$ cat src/rtl/mem_port_arbiter.sv
// mem_port_arbiter: shares one memory port between fetch and data access.
// Optional macro ARB_STARVE_GUARD_EN bounds fetch starvation to MAX_WAIT.
module mem_port_arbiter #(
   parameter int AW       = 16,
   parameter int DW       = 16,
   parameter int MEM_LAT  = 1,
   parameter int MAX_WAIT = 4
) (
   input  logic          CLK,
   input  logic          RST,
   input  logic          IF_REQ,
   input  logic [AW-1:0] IF_ADDR,
   output logic          IF_ACK,
   output logic [DW-1:0] IF_RDATA,
   input  logic          D_REQ,
   input  logic          D_WE,
   input  logic [AW-1:0] D_ADDR,
   input  logic [DW-1:0] D_WDATA,
   output logic          D_ACK,
   output logic [DW-1:0] D_RDATA,
   output logic [AW-1:0] MEM_ADDR,
   output logic          MEM_RE,
   output logic          MEM_WE,
   output logic [DW-1:0] MEM_WDATA,
   input  logic [DW-1:0] MEM_RDATA,
   output logic          ARB_BUSY
);

   localparam logic [1:0] S_IDLE = 2'd0;
   localparam logic [1:0] S_BUSY = 2'd1;
   localparam logic [1:0] S_DONE = 2'd2;
   localparam logic [3:0] LAT4   = 4'(MEM_LAT);

   logic [1:0]    state_q, state_d;
   logic [3:0]    cnt_q, cnt_d;
   logic          owner_q, owner_d;
   logic          wr_q, wr_d;
   logic [AW-1:0] addr_q, addr_d;
   logic [DW-1:0] wdata_q, wdata_d;
   logic          re_q, re_d;
   logic          we_q, we_d;
   logic          if_ack_q, if_ack_d;
   logic          d_ack_q, d_ack_d;
   logic [DW-1:0] if_rdata_q, if_rdata_d;
   logic [DW-1:0] d_rdata_q, d_rdata_d;
   logic          force_f;
   logic          grant_f;
   logic          grant_d;

   // owner_q: 1 = data access, 0 = fetch
   assign grant_f = IF_REQ && (!D_REQ || force_f);
   assign grant_d = D_REQ && !grant_f;

`ifdef ARB_STARVE_GUARD_EN
   localparam logic [3:0] MAXW = 4'(MAX_WAIT);
   logic [3:0] wait_q, wait_d;

   assign force_f = (wait_q == MAXW);

   // count data grants that bypass a pending fetch, saturating at MAXW
   always_comb begin
      wait_d = wait_q;
      if (state_q == S_IDLE) begin
         if (!IF_REQ || grant_f)
            wait_d = '0;
         else if (grant_d && wait_q != MAXW)
            wait_d = wait_q + 4'd1;
      end
   end

   // wait counter register
   always_ff @(posedge CLK) begin
      if (RST) wait_q <= '0;
      else     wait_q <= wait_d;
   end
`else
   assign force_f = 1'b0;
`endif

   // arbitration, latency countdown and read-data capture
   always_comb begin
      state_d    = state_q;
      cnt_d      = cnt_q;
      owner_d    = owner_q;
      wr_d       = wr_q;
      addr_d     = addr_q;
      wdata_d    = wdata_q;
      re_d       = re_q;
      we_d       = we_q;
      if_ack_d   = 1'b0;
      d_ack_d    = 1'b0;
      if_rdata_d = if_rdata_q;
      d_rdata_d  = d_rdata_q;
      unique case (state_q)
         S_IDLE: begin
            if (grant_d) begin
               owner_d = 1'b1;
               wr_d    = D_WE;
               addr_d  = D_ADDR;
               wdata_d = D_WDATA;
               re_d    = !D_WE;
               we_d    = D_WE;
               cnt_d   = LAT4;
               state_d = S_BUSY;
            end else if (grant_f) begin
               owner_d = 1'b0;
               wr_d    = 1'b0;
               addr_d  = IF_ADDR;
               re_d    = 1'b1;
               we_d    = 1'b0;
               cnt_d   = LAT4;
               state_d = S_BUSY;
            end
         end
         S_BUSY: begin
            we_d  = 1'b0;
            cnt_d = cnt_q - 4'd1;
            if (cnt_q == 4'd1) begin
               re_d    = 1'b0;
               state_d = S_DONE;
               if (owner_q) begin
                  d_ack_d = 1'b1;
                  if (!wr_q) d_rdata_d = MEM_RDATA;
               end else begin
                  if_ack_d   = 1'b1;
                  if_rdata_d = MEM_RDATA;
               end
            end
         end
         S_DONE: begin
            re_d    = 1'b0;
            we_d    = 1'b0;
            state_d = S_IDLE;
         end
         default: begin
            re_d    = 1'b0;
            we_d    = 1'b0;
            state_d = S_IDLE;
         end
      endcase
   end

   // state and output registers
   always_ff @(posedge CLK) begin
      if (RST) begin
         state_q    <= S_IDLE;
         cnt_q      <= '0;
         owner_q    <= 1'b0;
         wr_q       <= 1'b0;
         addr_q     <= '0;
         wdata_q    <= '0;
         re_q       <= 1'b0;
         we_q       <= 1'b0;
         if_ack_q   <= 1'b0;
         d_ack_q    <= 1'b0;
         if_rdata_q <= '0;
         d_rdata_q  <= '0;
      end else begin
         state_q    <= state_d;
         cnt_q      <= cnt_d;
         owner_q    <= owner_d;
         wr_q       <= wr_d;
         addr_q     <= addr_d;
         wdata_q    <= wdata_d;
         re_q       <= re_d;
         we_q       <= we_d;
         if_ack_q   <= if_ack_d;
         d_ack_q    <= d_ack_d;
         if_rdata_q <= if_rdata_d;
         d_rdata_q  <= d_rdata_d;
      end
   end

   assign IF_ACK    = if_ack_q;
   assign IF_RDATA  = if_rdata_q;
   assign D_ACK     = d_ack_q;
   assign D_RDATA   = d_rdata_q;
   assign MEM_ADDR  = addr_q;
   assign MEM_RE    = re_q;
   assign MEM_WE    = we_q;
   assign MEM_WDATA = wdata_q;
   assign ARB_BUSY  = (state_q != S_IDLE);

endmodule
$ cat config.mk
export PLATFORM = sky130hd
export DESIGN_NAME = mem_port_arbiter
export DESIGN_NICKNAME = d
export VERILOG_FILES = /design/src/rtl/mem_port_arbiter.sv
export SDC_FILE = /design/constraint.sdc
export NUM_CORES = 1
export LEC_CHECK = 0
export ABC_AREA = 0
export CELL_PAD_IN_SITES_DETAIL_PLACEMENT = 0
export CELL_PAD_IN_SITES_GLOBAL_PLACEMENT = 1
export CORE_UTILIZATION = 31
export CTS_CLUSTER_DIAMETER = 200
export CTS_CLUSTER_SIZE = 30
export DETAILED_ROUTE_END_ITERATION = 6
export PLACE_DENSITY_LB_ADDON = 0.3
export RECOVER_POWER = 50
export SLEW_MARGIN = 10
export SYNTH_ARGS = -nofsm -noshare
export SYNTH_HDL_FRONTEND = slang
export SYNTH_SLANG_ARGS = --single-unit
export TNS_END_PERCENT = 50
$ cat constraint.sdc
create_clock -name CLK -period 2.1 [get_ports CLK]
set_input_delay 0.42 -clock CLK [delete_from_list [all_inputs] [get_ports CLK]]
set_output_delay 0.42 -clock CLK [all_outputs]
set_load 0.005 [all_outputs]
==> reports/metrics.yaml <==
clock_network:
  cts_buffers: 9
  postCtsSetupRepairBufs: 0
  htree_num_levels: 3
  clock_latency_ps: 340
  cts.sinks: 76
  postCtsHoldBufs: 0
  cts_resized: 0
  root_buffer: "clkbuf_8"
  cts_max_path_buffers: 2
  clkTransAtPathRegs_ps: 70
  cts_tree: "built"
floorplan:
  fp.dieH_um: 102
  start_util_pct: 32.0
  die_area_um2: 10500
  num_rows: 36
  pin_count: 138
  coreArea_um2: 9770
  die_w_um: 102
drt:
  via_per_inst: 4.48
  firstDrtPassIters: 4
  post_drt_wl_per_cell_um: 12.9
  antenna_left: 0
  vias: 2597
  finalWirelength_mm: 7.47
  drc: 0
  first_iter_violations: 45
finish:
  multi_input_area_um2: 1480
  syn_to_final_growth_pct: 56.3
  seq_area_um2: 1520
  drive_above_1_share_pct: 6.49
  nets: 513
  fill_cells: 947
  design_area_um2: 4890
  final_core_util_pct: 50.0
  n_antenna_cell: 0
global_routing:
  grt_pass1_wl_mm: 11.7
  grt_usage_pct: 14.6
  grt_max_degree: 43
  antenna_found_initial: 0
  grt_pass1_vias: 2491
  grt_overflow: 0
logic_synthesis:
  synth_flop_cell: "dfxtp_1"
  postSynthAreaPerCell_um2: 10.2
  synth.most_common_cell: "dfxtp_1"
  synth-edff-count: 0
  yosysTopAreaCellShare_pct: 48.7
  synth_async_sr_flop_share_pct: 0
  synth_area_leaders: "dfxtp_1, mux2i_1, nand2b_1, a211oi_1, a21oi_1"
  synth.largest_area_cell: "dfxtp_1"
  syn_area_um2: 3130
  synth-seq-area-share_pct: 48.7
  yosysWarnings: 0
  ys_top_cells_by_count: "dfxtp_1, mux2i_1, nand2b_1"
  ys_ff_latch: 76
  synth_cells: 306
  synth.lib_cells_used.distinct: 29
  synth_fp_nets: 377
sta:
  clock.fmax_mhz: 516
  setup_viol: 0
  drv_slew: 0
  finalHoldViolations: 0
  worst_pin_slew_ps: 666
  min_period_ps: 1940
  setup-tns-final_ps: 0
  relSlewSlack_pct: 55.6
  finalCritPeriodShare_pct: 92.2
  rsz0062_at_grt: "no"
  fin_skew_ps: 8.81
setup_path:
  r2r_slack_ps: 190
  worstSetupEndpointType: "primary output"
  cp.arrival_ps: 1520
  critPathMaxFanout: 7
  criticalPathCategory: "flip-flop to primary output"
  required_ps: 1680
  critPathLaunchType: "flip-flop"
worst_hold_path:
  min_path_type: "input port to flip-flop"
power_and_ir_drop:
  power_mw: 3.76
  p_leak_nw: 1.99
  powerDensity_nw_per_um2: 769
  max-vdd-ir-drop_mv: 0.362
placement:
  gp_congestion: 0.725
  hpwlAfterDp_mm: 5.30
  portBuffers: 137
  placed_area_um2: 4630
run:
  maxCapViolCount: 0
status:
  status: "completed"
## cells in the final DEF, fill, tap and decap left out, types with 3 or more instances in the layout
cell,netlist,final
clkdlybuf4s50_1,0,106
dfxtp_1,76,76
mux2i_1,64,64
nand2b_1,51,51
dlygate4sd3_1,0,30
nor2_1,23,23
a21oi_1,23,23
a211oi_1,18,18
clkbuf_8,0,9
buf_4,1,9
nand2_1,4,4
bufinv_16,0,4
inv_1,3,3
o21ai_0,3,3
clkbuf_1,13,3
## report_power, final
| part | internal, mW | switching [mW] | leakage (nW) | total (mW) |
|---|---|---|---|---|
| clock network | 0.912 | 0.537 | 0.127 | 1.45 |
| registers | 1.55 | 0.0624 | 0.622 | 1.61 |
| logic | 0.417 | 0.280 | 1.24 | 0.697 |
## sequential cells by signal, indices dropped and copies added (netlist names)
register   count
D_ACK          1
D_RDATA       16
IF_ACK         1
IF_RDATA      16
MEM_ADDR      16
MEM_RE         1
MEM_WDATA     16
MEM_WE         1
cnt_q          4
owner_q        1
state_q        2
wr_q           1
## layer usage
metal	global-route usage [%]	up-vias	wire (um)
li1	-	1326	-
met1	18.3	1162	3480
met2	22.4	96	3270
met3	4.58	13	572
met4	7.58	0	136
met5	0	-	0
## path summary, 6_finish.rpt
path / startpoint / endpoint / depth (start not counted)
min: RST / cnt_q[1]$_SDFFE_PP0P_ / 2
max reg2reg: cnt_q[0]$_SDFFE_PP0P_ / D_RDATA[10]$_SDFFE_PP0P_ / 5
max: state_q[1]$_SDFFE_PP0P_ / ARB_BUSY / 3
min reg2reg: D_RDATA[9]$_SDFFE_PP0P_ / D_RDATA[9]$_SDFFE_PP0P_ / 2
## logic make-up (layout without fill, tap and decap cells)
logic type	count (synthesis)	after routing	share of synthesized area, %
fa+ha+maj	2	2	0.800
compound gates	49	49	9.68
mux	65	65	20.8
buf+inv	26	167	4.24
flops	76	76	48.7
simple gates	88	88	15.8
## critical path, stage by stage (launching register included)
cell and delay [ps]:
dfxtp_1 390, nor2_1 80, inv_1 160, clkdlybuf4s50_1 550
## layout make-up
cell class                 instances  share of cell area (%)
inverter                           3                   0.230
tap                              133                    3.40
clock inverter                     6                    2.79
sequential                        76                    31.1
multi-input combinational        204                    30.4
timing repair buffer             148                    29.5
clock buffer                      10                    2.61
## through the flow
stage | hold slack, ps | cells | setup WS (ps)
finish | 421 | 580 | 164
detailed placement | 462 | 564 | 206
global placement | 458 | 564 | 231
floorplan | 450 | 306 | 333
global route | 427 | 580 | 18.6
CTS | 412 | 580 | 126
(Power assumes the default switching activity.)
